## src/rtl/stage5_fence_controller.sv

```systemverilog
// stage5_fence_controller: sequences D$ write-back, I$ invalidation and TLB flush for FENCE.I / SFENCE.VMA.
// Ports:
//   CLK, nRST                  clock (rising edge), asynchronous active-low reset
//   ifence, sfence             fence present in memory stage (levels)
//   dflush_req / dflush_done   D$ write-back handshake
//   iclear_req / iclear_done   I$ invalidate handshake
//   tlb_flush_req / itlb_flush_done, dtlb_flush_done   ITLB+DTLB flush handshake
//   fence_stall                stall request to the hazard unit
//   fence_timeout              one-cycle pulse when the watchdog forces a step forward
//   fence_count                completed fence sequences (wraps)
module stage5_fence_controller #(
  parameter int TIMEOUT_CYCLES = 1024,
  parameter int CNT_W = 32
) (
  input  logic             CLK,
  input  logic             nRST,
  input  logic             ifence,
  input  logic             sfence,
  output logic             dflush_req,
  input  logic             dflush_done,
  output logic             iclear_req,
  input  logic             iclear_done,
  output logic             tlb_flush_req,
  input  logic             itlb_flush_done,
  input  logic             dtlb_flush_done,
  output logic             fence_stall,
  output logic             fence_timeout,
  output logic [CNT_W-1:0] fence_count
);
  typedef enum logic [2:0] {IDLE, DFLUSH, ICLEAR, TLBFLUSH, DONE} state_t;
  localparam int WD_W = TIMEOUT_CYCLES > 1 ? $clog2(TIMEOUT_CYCLES) : 1;
  localparam logic [WD_W-1:0] WD_MAX = WD_W'(TIMEOUT_CYCLES > 0 ? TIMEOUT_CYCLES - 1 : 0);
  state_t state, next;
  logic [WD_W-1:0] wd;
  logic do_cache, do_tlb, it_s, dt_s, hs, tlb_both, step_done, adv;
  // a TLB done arriving in the same cycle as the check counts as seen
  always_comb begin
    tlb_both = (it_s | itlb_flush_done) & (dt_s | dtlb_flush_done);
    hs = state == DFLUSH || state == ICLEAR || state == TLBFLUSH;
    step_done = state == DFLUSH ? dflush_done :
                state == ICLEAR ? iclear_done :
                state == TLBFLUSH ? tlb_both : 1'b0;
    fence_timeout = TIMEOUT_CYCLES != 0 && hs && wd == WD_MAX && !step_done;
    adv = step_done | fence_timeout;
  end
  always_comb begin
    next = state;
    case (state)
      IDLE:     next = ifence ? DFLUSH : sfence ? TLBFLUSH : IDLE;
      DFLUSH:   next = adv ? (do_cache ? ICLEAR : DONE) : DFLUSH;
      ICLEAR:   next = adv ? (do_tlb ? TLBFLUSH : DONE) : ICLEAR;
      TLBFLUSH: next = adv ? DONE : TLBFLUSH;
      DONE:     next = (ifence | sfence) ? DONE : IDLE;
      default:  next = IDLE;
    endcase
  end
  // DONE releases the stall so the hazard unit can roll back while the fence is still present
  always_comb fence_stall = (ifence | sfence) && state != DONE;
  always_ff @(posedge CLK or negedge nRST) begin
    if (!nRST) begin
      state <= IDLE;
      dflush_req <= 1'b0;
      iclear_req <= 1'b0;
      tlb_flush_req <= 1'b0;
      wd <= '0;
      do_cache <= 1'b0;
      do_tlb <= 1'b0;
      it_s <= 1'b0;
      dt_s <= 1'b0;
      fence_count <= '0;
    end else begin
      state <= next;
      dflush_req <= next == DFLUSH;
      iclear_req <= next == ICLEAR;
      tlb_flush_req <= next == TLBFLUSH;
      wd <= (state != next || !hs) ? '0 : wd + 1'b1;
      if (state == IDLE && next != IDLE) {do_cache, do_tlb} <= {ifence, sfence};
      it_s <= state == TLBFLUSH && next == TLBFLUSH && (it_s | itlb_flush_done);
      dt_s <= state == TLBFLUSH && next == TLBFLUSH && (dt_s | dtlb_flush_done);
      if (next == DONE && state != DONE) fence_count <= fence_count + CNT_W'(1);
    end
  end
endmodule

```

## config.mk

```make
export PLATFORM = sky130hd
export DESIGN_NAME = stage5_fence_controller
export DESIGN_NICKNAME = d
export VERILOG_FILES = /design/src/rtl/stage5_fence_controller.sv
export SDC_FILE = /design/constraint.sdc
export NUM_CORES = 1
export LEC_CHECK = 0
export CORE_MARGIN = 2
export CORE_UTILIZATION = 47
export DETAILED_ROUTE_END_ITERATION = 8
export GPL_TIMING_DRIVEN = 0
export PLACE_DENSITY = 0.74
export SYNTH_ARGS = -nofsm -noshare
export SYNTH_HDL_FRONTEND = slang
export SYNTH_SLANG_ARGS = --single-unit
```

## constraint.sdc

```tcl
create_clock -name CLK -period 2.1 [get_ports CLK]
set_clock_uncertainty 0.1 [all_clocks]
set_input_delay 0.63 -clock CLK [delete_from_list [all_inputs] [get_ports CLK]]
set_output_delay 0.63 -clock CLK [all_outputs]
set_load 0.02 [all_outputs]
```

==> flow_summary.ini <==
[run_status]
run_status = complete, but fails checks
failed_checks = negative setup slack

[clocking]
cts.sinks = 52
ctsLongestPathBuffers = 2
hold_buffers = 0
cts_root_buffer = clkbuf_8
clkLatencyLatePin_ns = 0.30
cts_tree = built
clkSlewWorstSetupHoldPaths_ns = 0.09
cts_max_level = 2
cts_made_buffers = 5

[drt]
via_count = 2050
wl_per_cell_um = 15.4
wl_mm = 6.02
drt_first_pass_iters = 4
detail_route.drc_violations = 0
viasPerCell = 5.24
drt_iter0_drc = 120
antenna_violating_nets_post_route = 0

[power]
finalPower_mw = 3.27
static-leakage-power_nw = 1.84
pwr_density_cell_mw_per_mm2 = 907
comb_power_share_pct = 43.8
power.net_switching_mw = 1.19
power.ir.vdd_worst_uv = 560
sequentialPowerShare_pct = 38.4
internal-power_mw = 2.08
switching_share_of_power_pct = 36.4
clockPowerShare_pct = 17.7

[timing]
fin_crit_sh_pct = 112
maximum_achievable_frequency_mhz = 425
slew_viol_final = 0
final-setup-viol-count = 1
report.final.hold_viol_count = 0
final_period_minus_worst_setup_slack_ns = 2.35
timing.slew.headroom_pct = 56.5
post-route-worst-setup-slack_ns = -0.250
min_hold_slack_ns = 0.114
final.setup.tns_ns = -0.250
grt_setup_unrepaired = true
actual_transition_at_the_worst_max_transition_pin_ns = 0.653

[critical_path]
timing.critical_path.fanout_max = 2
worst_path_dominant_cell_family = simple AND/OR/NAND/NOR gates
setup.worst_path.class = reg -> out
ff2ff_path_depth = 8
critical_path.max_stage_delay_ns = 0.57
cp-endpoint = fence_timeout
regToRegStartpoint = state[2]
cpMaxStageDelayCell = or4_4
r2r_slack_ns = 0.04
crit_path_cell_trace = nand4_4 -> or4_4 -> nor2_4 -> buf_6
critical_path_buf_inv_count = 1
worstPathRequired_ns = 1.37
crit_path_start = wd[3]
arrival_ns = 1.62
r2r_end = fence_count[25]
cp-end-kind = primary output
worst_setup_path_start_kind = flip-flop
critical_path_cell_count = 4

[logic_synthesis]
synth_top_cell_by_area = dfrtp_1
portion_of_the_post_synthesis_area_used_by_sequential_elements_pct = 52.3
synthTopCellsByArea = dfrtp_1 52%, xor2_1 7.0%, xnor2_1 6.7%
synthesis.yosys.warnings = 0
synth_seq_cells = 52
synth_top_cell_area_share_pct = 52.3
post_synth_num_cell_types = 39
post_synth_instance_area_mm2 = 0.00249
post_synth.cell_area_avg_um2 = 10.4
net_count_after_synthesis = 250
syn_inst = 240

[die]
core-area_mm2 = 0.00511
floorplan.die_area_mm2 = 0.00589
die_h_um = 76.8
chipWidth_um = 76.8
num_rows = 26
ios = 45
initial_utilization_pct = 48.7

[placed_design]
dpl-instance-area_mm2 = 0.00305
globalplace.congestion = 0.811
hpwlAfterDp_mm = 3.57
number_of_buffer_cells_added_on_primary_ports = 44

[global_route]
antenna_found_initial = 0
grt_pass1_vias = 2005
global_route_wire_length_before_repair_mm = 9.62
global_route.overflow_total = 0
grt_util_all_layers_pct = 20.5
grt_start_max_net_pins = 41

[layout]
layout_commonest_cell = dfrtp_1
fin_nets = 330
fin_util_pct = 70.7
layout-area-overhead-vs-synth_pct = 45.1
most-common-layout-cells = 51 x dfrtp_1, 28 x nor2_1, 27 x buf_4
postLayoutCellArea_mm2 = 0.00361
post_route_cells_drive_above_1_share_pct = 24.6
num_antenna_cells = 0

[worst_hold_path]
min-delay-path-class = in -> async

[run]
maxCapViolCount = 0
[cell usage after synthesis]
master and n:
and3_1 4, nor4_2 2, clkbuf_1 2, o21a_1 1
nor4_4 1, o211ai_1 2, a21oi_1 1, xor2_1 20
xnor2_1 19, nor2_1 31, nand2_1 22, nand3b_1 2
and4_1 4, o21bai_1 1, o22ai_1 1, nor3b_1 1
o32ai_2 1, o21ai_0 3, or4_1 1, o2111ai_4 1
a221o_1 1, and2_1 1, or3_1 2, ha_1 2
dfrtp_1 52, nand2b_1 3, nor4b_1 1, nand3_1 17
o2111a_1 1, inv_1 8, nor2b_1 2, nand4_2 1
buf_2 4, buf_4 1, nand4_1 8, o21ai_1 1
nor4_1 1, nor3_1 12, nand4bb_1 2
[power by group through the flow]
stage | sequential [mW] | clock (mW) | combinational [mW]
global placement | 1.25 | 0 | 0.943
detailed placement | 1.26 | 0 | 0.965
floorplan | 1.31 | 0 | 0.598
finish | 1.26 | 0.581 | 1.44
global route | 1.28 | 0.639 | 1.55
CTS | 1.25 | 0.603 | 1.27
[how the worst min path moves through the flow]
stage	startpoint	end	slack, ns
5_1_grt	nRST	wd[5]	0.12
4_1_cts	nRST	dt_s	0.11
3_5_place_dp	wd[0]	wd[0]	0.36
6_report	nRST	wd[5]	0.11
2_1_floorplan	nRST	dflush_req	0.23
3_3_place_gp	wd[0]	wd[0]	0.34
[sequential cells by signal, summed over array words and instances (netlist names)]
register,cells
tlb_flush_req,1
dt_s,1
dflush_req,1
it_s,1
do_tlb,1
fence_count,32
state,3
wd,10
do_cache,1
iclear_req,1
[cells by family (layout without fill, tap and decap cells)]
| group | count (synthesis) | count (layout) | synth area share [%] |
|---|---|---|---|
| and+or+nand+nor | 118 | 118 | 25.3 |
| DFF | 52 | 52 | 52.3 |
| xor gates and xnor gates | 39 | 39 | 13.7 |
| buffers and inverters | 15 | 95 | 2.61 |
| AOI/OAI and AO/OA | 14 | 15 | 5.03 |
| adders and majority gates | 2 | 2 | 1.01 |
[layer usage]
layer | part of all wire [%] | global-route usage [%] | wire length, um | up-vias
met3 | 4.8 | 4.59 | 286 | 14
met4 | 2.0 | 8.73 | 122 | 0
met1 | 45 | 26.6 | 2680 | 1007
met2 | 49 | 33.2 | 2930 | 47
met5 | 0 | 0 | 0 | -
li1 | - | - | - | 982
[worst reg2reg max path: cells and delay by family, from the launching register on]
family	cells	cell delay (ns)
buffers and inverters	3	0.51
XOR/XNOR	1	0.15
flip-flops	1	0.41
AND/OR/NAND/NOR	2	0.43
AO/OA/AOI/OAI	2	0.39
[repair_timing]
item,4_1_cts,5_1_grt
pin swaps,9,10
resized for setup,53,37
setup endpoints to repair,60,53
gates cloned,2,0
buffers inserted,25,4
[per-stage QoR]
step	instances	setup slack, ns
2_1_floorplan	240	-0.0121
3_5_place_dp	355	-1.11
3_3_place_gp	354	-1.25
4_1_cts	389	-0.251
5_1_grt	391	-0.309
6_report	391	-0.250
[layout make-up]
class | instances | area, um^2
timing repair buffer | 73 | 684
buffer | 6 | 56.3
clock buffer | 8 | 90.1
tap | 70 | 87.6
multi-input combinational | 174 | 1360
fill | 407 | 1500
sequential | 52 | 1300
inverter | 8 | 30.0
Power figures use the tool's default switching activity.
